### config.mk
export PLATFORM = sky130hd
export DESIGN_NAME = ddr5_phy_read_preamble_detect
export DESIGN_NICKNAME = d
export VERILOG_FILES = /design/src/rtl/ddr5_phy_read_preamble_detect.sv
export SDC_FILE = /design/constraint.sdc
export NUM_CORES = 1
export LEC_CHECK = 0
export BUFFER_PORTS_ARGS = -buffer_cell sky130_fd_sc_hd__buf_2
export CAP_MARGIN = 20
export CELL_PAD_IN_SITES_DETAIL_PLACEMENT = 1
export CELL_PAD_IN_SITES_GLOBAL_PLACEMENT = 1
export CORE_MARGIN = 4
export CORE_UTILIZATION = 43
export CTS_CLUSTER_DIAMETER = 120
export DETAILED_ROUTE_END_ITERATION = 8
export PLACE_DENSITY = 0.91
export SLEW_MARGIN = 10
export SYNTH_ARGS = -nofsm -noshare
export SYNTH_HDL_FRONTEND = slang
export SYNTH_SLANG_ARGS = --single-unit
### constraint.sdc
create_clock -name clk_i -period 7.43 [get_ports clk_i]
set_input_delay 1.1145 -clock clk_i [delete_from_list [all_inputs] [get_ports clk_i]]
set_output_delay 1.1145 -clock clk_i [all_outputs]
set_load 0.03 [all_outputs]
### src/rtl/ddr5_phy_read_preamble_detect.sv
// DDR5 PHY read preamble detector: matches the programmed read preamble on the
// sampled DQS stream, frames BL8/BL16 data windows, and tracks outstanding reads.
module ddr5_phy_read_preamble_detect #(
    parameter int unsigned PEND_W = 2,
    parameter int unsigned TMO_W  = 4
) (
    input  logic             clk_i,
    input  logic             rst_i,
    input  logic             rd_en_i,
    input  logic [1:0]       dqs_bits_i,
    input  logic [7:0]       pre_pattern_i,
    input  logic [2:0]       pre_cycles_i,
    input  logic             burst_eight_i,
    input  logic             post_cycles_i,
    input  logic [TMO_W-1:0] timeout_i,
    output logic             data_valid_o,
    output logic             burst_start_o,
    output logic             burst_done_o,
    output logic             timeout_err_o,
    output logic             overflow_err_o,
    output logic [2:0]       state_o
);

    typedef enum logic [2:0] {
        IDLE   = 3'd0,
        SEARCH = 3'd1,
        DATA   = 3'd2,
        POST   = 3'd3
    } state_t;

    localparam logic [PEND_W-1:0] PEND_MAX = '1;

    state_t            state, state_nxt;
    logic [7:0]        window, window_nxt, mask;
    logic [PEND_W-1:0] pending, pend_nxt;
    logic [TMO_W-1:0]  tmo_cnt, tmo_nxt;
    logic [2:0]        data_cnt, data_cnt_nxt;
    logic              bl8, bl8_nxt;
    logic              post_two, post_two_nxt;
    logic              post_cnt, post_cnt_nxt;
    logic              match, sat, inc, dec, tmo_hit, data_last;
    logic              dv_nxt, start_nxt, done_nxt, tmo_err_nxt, ovf_nxt;

    // Preamble match, pending bookkeeping and state transitions
    always_comb begin
        window_nxt   = {window[5:0], dqs_bits_i};
        case (pre_cycles_i)
            3'd1:    mask = 8'h03;
            3'd2:    mask = 8'h0F;
            3'd3:    mask = 8'h3F;
            default: mask = 8'hFF;
        endcase
        match        = ((window_nxt ^ pre_pattern_i) & mask) == 8'h00;
        sat          = pending == PEND_MAX;
        inc          = rd_en_i && !sat;
        ovf_nxt      = rd_en_i && sat;
        tmo_hit      = tmo_cnt == timeout_i;
        dec          = (state == SEARCH) && (match || tmo_hit);
        pend_nxt     = pending + PEND_W'(inc) - PEND_W'(dec);
        data_last    = bl8 ? (data_cnt == 3'd3) : (data_cnt == 3'd7);

        state_nxt    = state;
        tmo_nxt      = '0;
        data_cnt_nxt = data_cnt;
        bl8_nxt      = bl8;
        post_two_nxt = post_two;
        post_cnt_nxt = post_cnt;
        start_nxt    = 1'b0;
        tmo_err_nxt  = 1'b0;

        case (state)
            IDLE: begin
                if (pending != '0 || rd_en_i) state_nxt = SEARCH;
            end
            SEARCH: begin
                if (match) begin
                    state_nxt    = DATA;
                    data_cnt_nxt = 3'd0;
                    bl8_nxt      = burst_eight_i;
                    start_nxt    = 1'b1;
                end else if (tmo_hit) begin
                    tmo_err_nxt = 1'b1;
                    if (pend_nxt == '0) state_nxt = IDLE;
                end else begin
                    tmo_nxt = tmo_cnt + TMO_W'(1);
                end
            end
            DATA: begin
                if (data_last) begin
                    // Interamble: a queued read skips the postamble entirely
                    if (pend_nxt != '0) begin
                        state_nxt = SEARCH;
                    end else begin
                        state_nxt    = POST;
                        post_cnt_nxt = 1'b0;
                        post_two_nxt = post_cycles_i;
                    end
                end else begin
                    data_cnt_nxt = data_cnt + 3'd1;
                end
            end
            POST: begin
                if (post_cnt == post_two) begin
                    state_nxt = (pend_nxt != '0) ? SEARCH : IDLE;
                end else begin
                    post_cnt_nxt = 1'b1;
                end
            end
            default: state_nxt = IDLE;
        endcase

        dv_nxt   = state_nxt == DATA;
        done_nxt = (state_nxt == DATA) &&
                   (bl8_nxt ? (data_cnt_nxt == 3'd3) : (data_cnt_nxt == 3'd7));
    end

    // State, counters and registered outputs
    always_ff @(posedge clk_i or posedge rst_i) begin
        if (rst_i) begin
            state          <= IDLE;
            window         <= 8'h00;
            pending        <= '0;
            tmo_cnt        <= '0;
            data_cnt       <= 3'd0;
            bl8            <= 1'b0;
            post_two       <= 1'b0;
            post_cnt       <= 1'b0;
            data_valid_o   <= 1'b0;
            burst_start_o  <= 1'b0;
            burst_done_o   <= 1'b0;
            timeout_err_o  <= 1'b0;
            overflow_err_o <= 1'b0;
        end else begin
            state          <= state_nxt;
            window         <= window_nxt;
            pending        <= pend_nxt;
            tmo_cnt        <= tmo_nxt;
            data_cnt       <= data_cnt_nxt;
            bl8            <= bl8_nxt;
            post_two       <= post_two_nxt;
            post_cnt       <= post_cnt_nxt;
            data_valid_o   <= dv_nxt;
            burst_start_o  <= start_nxt;
            burst_done_o   <= done_nxt;
            timeout_err_o  <= tmo_err_nxt;
            overflow_err_o <= ovf_nxt;
        end
    end

    assign state_o = state;

endmodule
=== Yosys cells after proc, flatten, opt, wreduce, memory -nomap -nowiden ===
Cells that the tools add are included.

* Output and inout port bits: 8
* Bits in registers: 26
* Input port bits: 22
* Logic and storage cells: 81

* Add/subtract/negate cells: 4
* Reductions and logical operators: 15
* Bitwise operators: 3
* Equal/unequal tests: 17
* Mux-type cells: 29

{| class="wikitable"
|+ Operator list
! cell !! number
|-
| 3-bit 2-to-1 mux || 8
|-
| 8-bit case mux with 3 select lines || 1
|-
| 3-bit by 2-bit == test with 1-bit output, second input constant || 7
|-
| 1-bit 2-to-1 mux || 13
|-
| 4-bit 2-to-1 mux || 3
|-
| 3-bit case mux with 4 select lines || 1
|-
| 8-bit AND || 1
|-
| 8-bit logical NOT || 1
|-
| 8-bit bitwise XOR || 1
|-
| 3-bit by 1-bit == test with 1-bit output, second input constant || 2
|-
| 3-bit == test, second input constant || 2
|-
| 2-bit != test, second input constant || 3
|-
| 3-bit case mux with 2 select lines || 1
|-
| 2-bit nonzero test || 3
|-
| 4-bit by 1-bit adder with 4-bit output, second input constant || 1
|-
| 4-bit == test || 1
|-
| 1-bit logical AND || 4
|-
| 4-bit AND reduction || 1
|-
| 3-bit by 1-bit adder with 3-bit output, second input constant || 1
|-
| 3-bit logical NOT || 1
|-
| 3-bit AND reduction || 1
|-
| 2-bit by 1-bit adder with 2-bit output || 1
|-
| 2-bit == test, second input constant || 1
|-
| 2-bit logical NOT || 1
|-
| other kinds (7) || 8
|}

=== Logic depth before layout (Yosys ltp) ===
Gate-level depths: netlist of run 1.

* Depth after elaboration: 14
* Depth in mapped cells: 13
* Mapped depth without buffers: 13

=== Worst setup path before layout of run 1 ===
OpenSTA, ideal clock, no wires.

* Path type: input to register
* Start: in pre_pattern_i[2]
* End: reg post_two
* Path slack: 3.785 ns
* Required time: 7.305 ns
* Path buffers: 0
* Stages: 13
* Setup time: 0.125 ns
* Data arrival time: 3.520 ns
* Path through: xnor2_2 nand2_1 o32a_2 o21ai_0 and2_1 ha_1 inv_1 ha_1 xnor2_1 xnor2_1 or2_2 nor3_1 mux2_2

* Cells in the longest elaborated chain, start to end: 9

{| class="wikitable"
|+ RTL lines
! item !! line !! RTL
|-
| start, declared || 11 || <nowiki>input logic [7:0] pre_pattern_i,</nowiki>
|-
| 8-bit bitwise XOR || 53 || <nowiki>match = ((window_nxt ^ pre_pattern_i) & mask) == 8'h00;</nowiki>
|-
| 8-bit AND || 53 ||
|-
| 8-bit logical NOT || 53 ||
|-
| 1-bit logical OR || 58 || <nowiki>dec = (state == SEARCH) && (match || tmo_hit);</nowiki>
|-
| 1-bit logical AND || 58 ||
|-
| 2-bit by 1-bit subtractor with 2-bit output || 59 || <nowiki>pend_nxt = pending + PEND_W'(inc) - PEND_W'(dec);</nowiki>
|-
| via pend_nxt[1] || 35 || <nowiki>logic [PEND_W-1:0] pending, pend_nxt;</nowiki>
|-
| 2-bit nonzero test || 91 || <nowiki>if (pend_nxt != '0) begin</nowiki>
|-
| 1-bit inverter (no line) || n/a ||
|-
| 3-bit AND reduction (no line) || n/a ||
|-
| end signal, assigned || 140 || <nowiki>post_two <= post_two_nxt;</nowiki>
|-
| end, declared || 39 || <nowiki>logic post_two, post_two_nxt;</nowiki>
|}

The timed path passes the listed nets, and every way through them passes these cells.
A chain may end at the register's enable or synchronous reset.

=== Worst setup path after layout of run 1 ===
Same ends and word-level chain as after synthesis.

==> results of run 1 <==
==> power breakdown <==
group	internal, uW	switching, uW	total, uW
clock	29.9	39.4	69.3
sequential	164	20.1	184
combinational	47.7	58.0	106
==> flip-flops by register name, summed over array words and instances (netlist names), 2 cells and up <==
register and flops:
window 6, state_o 3, pending 2, data_cnt 3, tmo_cnt 4
==> cell families after synthesis <==
| logic type | count (synthesis) | synth area share (%) |
|---|---|---|
| buffers and inverters | 4 | 1.23 |
| AND/OR/NAND/NOR | 35 | 15.6 |
| other | 1 | 0.307 |
| XOR/XNOR | 20 | 15.6 |
| flip-flops | 26 | 53.3 |
| AO/OA/AOI/OAI | 14 | 7.69 |
| multiplexers | 2 | 2.15 |
| adder cells (fa/ha/maj) | 4 | 4.10 |
==> path summary, 6_finish.rpt <==
check / from / endpoint / slack (ps) / cells past startpoint
setup reg to reg: window[0] / post_two / 4140 / 13
hold / removal: window[2] / window[4] / 410 / 0
min in group asynchronous: rst_i / window[3] / 790 / 2
hold reg to reg: window[2] / window[4] / 410 / 0
max in group asynchronous: rst_i / post_two / 6180 / 3
setup / recovery: pre_pattern_i[2] / post_two / 3650 / 14
==> Yosys cell counts, drive strengths merged (2+ instances only) <==
master	number	area share [%]
nand3	2	0.82
ha	4	4.1
dfrtp	26	53
inv	4	1.2
mux2	2	2.2
a21oi	3	1.2
xnor2	13	11
or2	2	1.0
nor2b	2	1.0
nor2	8	2.5
xor2	7	5.0
o21ai	4	1.6
and3	2	1.0
nor3b	3	2.8
nand2	10	3.1
==> layout make-up <==
cell class                 count  share of cell area, %
tap                           31                   2.67
multi-input combinational     76                   38.1
timing repair buffer          30                   11.0
sequential                    26                   44.7
clock buffer                   4                   2.49
inverter                       4                   1.03
==> per-stage QoR <==
| stage | cells | worst slack (ps) | utilization, % | cell area, um2 | hold WS (ps) |
|---|---|---|---|---|---|
| 2_1_floorplan | 106 | 3790 | - | 1220 | 372 |
| 3_3_place_gp | 166 | 3560 | 51.4 | 1400 | 376 |
| 3_5_place_dp | 166 | 3420 | 51.4 | 1400 | 384 |
| 4_1_cts | 170 | 3640 | 52.7 | 1440 | 414 |
| 5_1_grt | 171 | 3470 | 53.2 | 1460 | 422 |
| 6_report | 171 | 3650 | 53.2 | 1460 | 413 |
==> layer usage <==
layer	part of all wire [%]	GRT usage [%]
met5	0	0
met4	0.96	5.57
met3	4.2	1.89
met2	58	31.6
met1	37	16.9
==> flow_summary_export.csv, run 1 <==
group,metric,value,unit
setup_path,cp-start-kind,"input pin",
routing,via_per_inst,5.20,
floorplanning,die_w,61.3,um
job,cap_violations,0,
clock_network,cts_tree,"built",
routing,wl_per_cell,15.2,um
logic_synthesis,async_reset_ff_share,100,%
layout,antenna_cells,0,
sta,finalCritPeriodShare,50.9,%
sta,tightest_slew,507,ps
grt,antenna_found_initial,0,
routing,ant_nets,0,
sta,slew_viol_final,0,
sta,grt_setup_unrepaired,"false",
clock_network,cts-root-buf,"clkbuf_4",
grt,grt_pass1_wl,4350,um
layout,layout_common_cells,"buf_2, dfrtp_1, xnor2_1",
clock_network,cts_sinks,26,
routing,wirelength,2600,um
routing,drc,0,
layout,multi_input_area,554,um2
grt,grt_max_degree,27,
routing,drt_iter0_markers,26,
clock_network,postCtsResizedCells,0,
logic_synthesis,synth_edf_count,0,
placement,portBuffers,29,
clock_network,cts_buffers,3,
grt,grt_usage,15.9,%
floorplanning,ioPinCount,30,
setup_path,critical_path_buf_inv_count,2,
logic_synthesis,ys_seq_elements,26,
clock_network,clkTransAtPathRegs,130,ps
clock_network,cts_buffer_depth,2,
status,outcome,"complete, no violations",
setup_path,path_delay_family,"simple AND/OR/NAND/NOR gates",
sta,final.setup.tns,0,ps
power_and_ir_drop,power_leakage,0.000731,uW
layout,nets,167,
floorplanning,die_h,61.3,um
routing,firstDrtPassIters,2,
sta,hold_violations,0,
layout,fill_cells,320,
sta,fmax,0.264,GHz
setup_path,cp_max_fo,3,
layout,final-seq-area,651,um2
logic_synthesis,ys_seq_area_share,53.3,%
setup_path,end_kind,"register",
layout,syn2layout_area_growth,19.3,%
logic_synthesis,synth_nets,132,
logic_synthesis,synthCells,106,
setup_path,slowest_delay,420,ps
layout,layout_commonest_cell,"buf_2",
placement,hpwl,2020,um
logic_synthesis,synth_area_per_cell,11.5,um2
clock_network,clock_latency,310,ps
sta,fin_worst_skew,2.48,ps
sta,finalSetupViolations,0,
layout,post_route_cells_drive_above_1_share,31.4,%
floorplanning,rows,19,
clock_network,post-cts-setup-buffer-count,0,
setup_path,critPathRequiredTime,7640,ps
floorplanning,initial_core_util,44.6,%
grt,grt_overflow_total,0,
grt,grt_pass1_vias,1023,
clock_network,ctsHoldBuffers,0,
setup_path,critPathSlowestCell,"o32a_2",
placement,gp_congestion,0.746,
routing,num_vias,889,
sta,relSlewSlack,66.0,%
logic_synthesis,synth_flop_cell,"dfrtp_1",
setup_path,path_cells,"buf_2, xnor2_2, nand2_1, o32a_2, o21ai_0, and2_1, ha_1, inv_1, ha_1, xnor2_1, xnor2_1, or2_2, nor3_1, mux2_2",
power_and_ir_drop,cellPowerDensity,247,mW/mm2
floorplanning,coreArea,0.00273,mm2
power_and_ir_drop,peakVddDrop,177,uV
hold_path,hp-class,"reg2reg",
floorplanning,die_area,0.00375,mm2
power_and_ir_drop,total_power,360,uW
logic_synthesis,syn_area,0.00122,mm2
setup_path,criticalPathCategory,"in2reg",
logic_synthesis,yosysWarnings,0,
setup_path,cp.arrival,3990,ps
clock_network,htreeDepth,1,
logic_synthesis,synthDistinctLibCells,33,
sta,final.min_clock_period,3780,ps
Power figures use the tool's default switching activity.
==> run 2, diff against run 1 <==
CORE_UTILIZATION = 36   (was 43)
PLACE_DENSITY = 0.82   (was 0.91)
clock period = 3.4 ns   (was 7.43 ns; I/O delays follow)
==> flow_summary_export.csv, run 2 (synthesized netlist as in run 1, its figures left out) <==
group,metric,value,unit
clock_network,clock_latency,320,ps
routing,via_per_inst,4.69,
layout,post_route_cells_drive_above_1_share,31.9,%
power_and_ir_drop,peakVddDrop,229,uV
setup_path,cp-start-kind,"register",
setup_path,end_kind,"register",
floorplanning,die_area,0.00438,mm2
floorplanning,die_h,66.2,um
power_and_ir_drop,power_leakage,0.000740,uW
layout,final_cells,185,
sta,finalSetupViolations,0,
grt,met1_usage,14.5,%
clock_network,ctsHoldBuffers,0,
layout,multi_input_area,554,um2
grt,met2_usage,24.5,%
setup_path,cp_max_fo,3,
clock_network,cts_buffer_depth,2,
layout,final-seq-area,651,um2
sta,fin_worst_skew,5.12,ps
status,outcome,"complete, no violations",
layout,layout_commonest_cell,"buf_2",
layout,fin_area,0.00149,mm2
clock_network,post-cts-setup-buffer-count,0,
routing,drt_iter0_markers,10,
clock_network,cts_buffers,3,
floorplanning,rows,20,
grt,grt_overflow_total,0,
power_and_ir_drop,cellPowerDensity,531,mW/mm2
floorplanning,die_w,66.2,um
sta,holdWs,111,ps
sta,finalCritPeriodShare,92.6,%
setup_path,ff2ff_setup_slack,250,ps
floorplanning,coreArea,0.00315,mm2
grt,gr-usage-met3,2.72,%
routing,wl_per_cell,13.9,um
routing,wirelength,2560,um
grt,top_usage_layer,"met2",
setup_path,cp.arrival,3370,ps
clock_network,cts-root-buf,"clkbuf_4",
sta,final.min_clock_period,3150,ps
floorplanning,ioPinCount,30,
layout,largest_reg_flops,6,
routing,firstDrtPassIters,4,
layout,final_util,47.3,%
layout,layout_common_cells,"buf_2, dfrtp_1, xnor2_1",
grt,grt_pass1_vias,1022,
clock_network,postCtsResizedCells,0,
clock_network,htreeDepth,1,
sta,slew_viol_final,0,
setup_path,slowest_delay,430,ps
job,cap_violations,0,
clock_network,clkTransAtPathRegs,140,ps
grt,antenna_found_initial,0,
placement,hpwl,2090,um
layout,nets,168,
grt,grt_max_degree,27,
routing,drc,0,
hold_path,hp-class,"in2async",
sta,grt_setup_unrepaired,"false",
setup_path,critPathRequiredTime,3620,ps
floorplanning,initial_core_util,38.7,%
layout,largest_register,"window",
clock_network,cts_tree,"built",
grt,grt_usage,13.0,%
layout,fill_cells,383,
setup_path,critPathSlowestCell,"dfrtp_1",
placement,portBuffers,29,
placement,placed_cells,180,
grt,grt_pass1_wl,4440,um
placement,gp_congestion,0.828,
routing,ant_nets,0,
layout,syn2layout_area_growth,22.3,%
setup_path,path_cells,"xnor2_2, nand2_1, o32a_2, o21ai_0, and2_1, ha_1, inv_1, ha_1, xnor2_1, xnor2_1, or2_2, nor3_1, mux2_2",
placement,placed_area,0.00143,mm2
setup_path,criticalPathCategory,"reg2reg",
routing,num_vias,868,
layout,largestRegisters,"window x6, tmo_cnt x4",
sta,hold_violations,0,
clock_network,cts_sinks,26,
layout,antenna_cells,0,
sta,fmax,0.318,GHz
run 2: path summary, 6_finish.rpt:
check                                   start    endpoint  cells after the start
max in group asynchronous               rst_i  pending[0]                      3
worst min-delay path                    rst_i  tmo_cnt[2]                      2
min in group clk_i              dqs_bits_i[0]   window[0]                      1
worst max register to register      window[1]    post_two                     13
worst min register to register      window[2]   window[4]                      0
worst max-delay path                window[1]    post_two                     13
run 2: stage by stage:
stage	setup TNS [ps]	setup WS (ps)	total power [uW]
2_1_floorplan	0	360	569
6_report	0	252	793
4_1_cts	0	217	800
3_5_place_dp	-10.1	-10.1	644
5_1_grt	0	34.8	851
3_3_place_gp	0	137	624
run 2: per-layer routing:
metal | wire length [um] | part of all wire (%)
met1 | 1050 | 41
met2 | 1370 | 53
met3 | 112 | 4.4
met4 | 34 | 1.3
met5 | 0 | 0
run 2: power by group:
group / internal (uW) / switching, uW
Sequential: 359 / 45.3
Clock: 65.5 / 88.2
Combinational: 107 / 128
run 2: worst max-delay path, delay by kind of cell, from the launching register on:
family                     cells  cell delay, ps
muxes                          1             380
buffers and inverters          1              60
xor gates and xnor gates       3             400
adders and majority gates      2             380
AOI/OAI and AO/OA              2             560
and+or+nand+nor                4             850
DFF                            1             430
run 2: area by class of cell:
class | count | area share, %
Clock buffer | 4 | 2.43
Multi-Input combinational cell | 76 | 37.2
Inverter | 4 | 1.01
Sequential cell | 26 | 43.6
Timing Repair Buffer | 31 | 12.1
Tap cell | 44 | 3.69
==> run 3, diff against run 2 <==
CORE_ASPECT_RATIO = 1.1   (was default)
HOLD_SLACK_MARGIN = 0.15   (was default)
==> flow_summary_export.csv, run 3 (synthesized netlist as in run 1, its figures left out) <==
group,metric,value,unit
status,outcome,"complete, no violations",
routing,wl_per_cell,15.3,um
routing,drc,0,
floorplanning,die_w,63.5,um
layout,syn2layout_area_growth,20.9,%
job,cap_violations,0,
routing,drt_iter0_markers,15,
clock_network,clock_latency,310,ps
placement,gp_congestion,0.765,
routing,firstDrtPassIters,2,
floorplanning,die_h,69.1,um
clock_network,postCtsResizedCells,0,
power_and_ir_drop,power.switching,260,uW
sta,finalCritPeriodShare,94.4,%
layout,final-seq-area,651,um2
hold_path,hp-class,"in2reg",
grt,grt_pass1_wl,4640,um
power_and_ir_drop,switching_share,33.8,%
placement,portBuffers,29,
layout,fill_cells,374,
layout,largest_register,"window",
layout,antenna_cells,0,
layout,largestRegisters,"window x6, tmo_cnt x4",
routing,via_per_inst,5.07,
power_and_ir_drop,pwr-share-clk,16.5,%
power_and_ir_drop,cellPowerDensity,522,mW/mm2
grt,grt_pass1_vias,1030,
power_and_ir_drop,pwr-share-comb,31.1,%
grt,grt_max_degree,27,
routing,wirelength,2680,um
power_and_ir_drop,share_seq_of_total_power,52.4,%
layout,multi_input_area,554,um2
sta,final.min_clock_period,3210,ps
placement,hpwl,2140,um
sta,setup_slack,191,ps
clock_network,clkTransAtPathRegs,130,ps
floorplanning,ioPinCount,30,
setup_path,cp_max_fo,3,
power_and_ir_drop,power_leakage,0.000737,uW
grt,antenna_found_initial,0,
power_and_ir_drop,peakVddDrop,271,uV
layout,post_route_cells_drive_above_1_share,31.2,%
layout,largest_reg_flops,6,
floorplanning,die_area,0.00439,mm2
sta,fin_worst_skew,1.20,ps
floorplanning,rows,21,
clock_network,cts_tree,"built",
setup_path,criticalPathCategory,"reg2reg",
layout,nets,169,
setup_path,end_kind,"register",
grt,grt_usage,13.2,%
sta,final.setup.tns,0,ps
layout,layout_commonest_cell,"buf_2",
routing,num_vias,888,
setup_path,cp.arrival,3420,ps
layout,fin_area,0.00148,mm2
sta,fmax,0.312,GHz
power_and_ir_drop,p_int,509,uW
power_and_ir_drop,total_power,769,uW
floorplanning,coreArea,0.00315,mm2
clock_network,cts_buffer_depth,2,
floorplanning,initial_core_util,38.7,%
sta,finalSetupViolations,0,
sta,slew_viol_final,0,
routing,ant_nets,0,
setup_path,critPathRequiredTime,3620,ps
clock_network,cts-root-buf,"clkbuf_4",
sta,hold_violations,0,
grt,grt_overflow_total,0,
clock_network,cts_sinks,26,
clock_network,cts_buffers,3,
setup_path,cp-start-kind,"register",
placement,pre_cts_ws,-33.2,ps
clock_network,htreeDepth,1,
layout,layout_common_cells,"buf_2, dfrtp_1, xnor2_1",
placement,placed_area,0.00142,mm2
sta,grt_setup_unrepaired,"false",
==> run 3: cell types whose count changed in the layout (fill, tap and decap cells not counted) <==
cell | before | now
dlygate4sd3_1 | 0 | 1
clkbuf_8 | 1 | 0
==> run 3: final timing paths <==
check	startpoint	slack [ps]	cells past startpoint	end
max reg2reg	window[0]	190	13	post_two
min reg2reg	window[3]	420	0	window[5]
min	dqs_bits_i[1]	320	1	window[1]
max	window[0]	190	13	post_two
min in group asynchronous	rst_i	650	3	window[5]
max in group asynchronous	rst_i	2370	4	data_valid_o
==> run 3: layout make-up <==
type / count / share of cell area [%]
clock buffers: 3 / 1.53
inverters: 4 / 1.02
multi-input cells: 76 / 37.6
flip-flops and latches: 26 / 44.1
well taps: 34 / 2.88
repair buffers: 32 / 12.9
==> run 3: metal layers <==
layer	wire, um	track usage [%]	vias to the layer above
li1	-	-	431
met1	1100	13.7	433
met3	109	2.92	4
met5	0	0	-
met4	34	4.32	0
met2	1440	25.4	20
==> run 3: timing repair <==
action,in CTS,in global routing
endpoints found under the setup margin,0,0
buffers inserted,0,0
hold endpoints to repair,0,4
hold buffers,0,1
==> run 3: power by group through the flow <==
stage                     Combinational [uW]  Sequential (uW)  Clock [uW]
after global routing                     270              413         147
final                                    239              403         127
after floorplan                          150              418           0
after CTS                                239              403         132
after detailed placement                 237              410           0
after global placement                   218              405           0
==> run 3: worst max-delay path: stages (launching register included) <==
cell	delay [ps]
dfrtp_1	450
xnor2_2	160
nand2_1	70
o32a_2	430
o21ai_0	140
and2_1	140
ha_1	230
inv_1	60
ha_1	160
xnor2_1	150
xnor2_1	100
or2_2	300
nor3_1	330
mux2_2	380
==> run 3: through the flow <==
step                      hold WS, ps  util, %  cells
after floorplan                   372        -    106
after global placement            385     44.9    170
after detailed placement          389     44.9    170
after CTS                         309     45.6    173
after global routing              296     46.8    175
final                             315     46.8    175
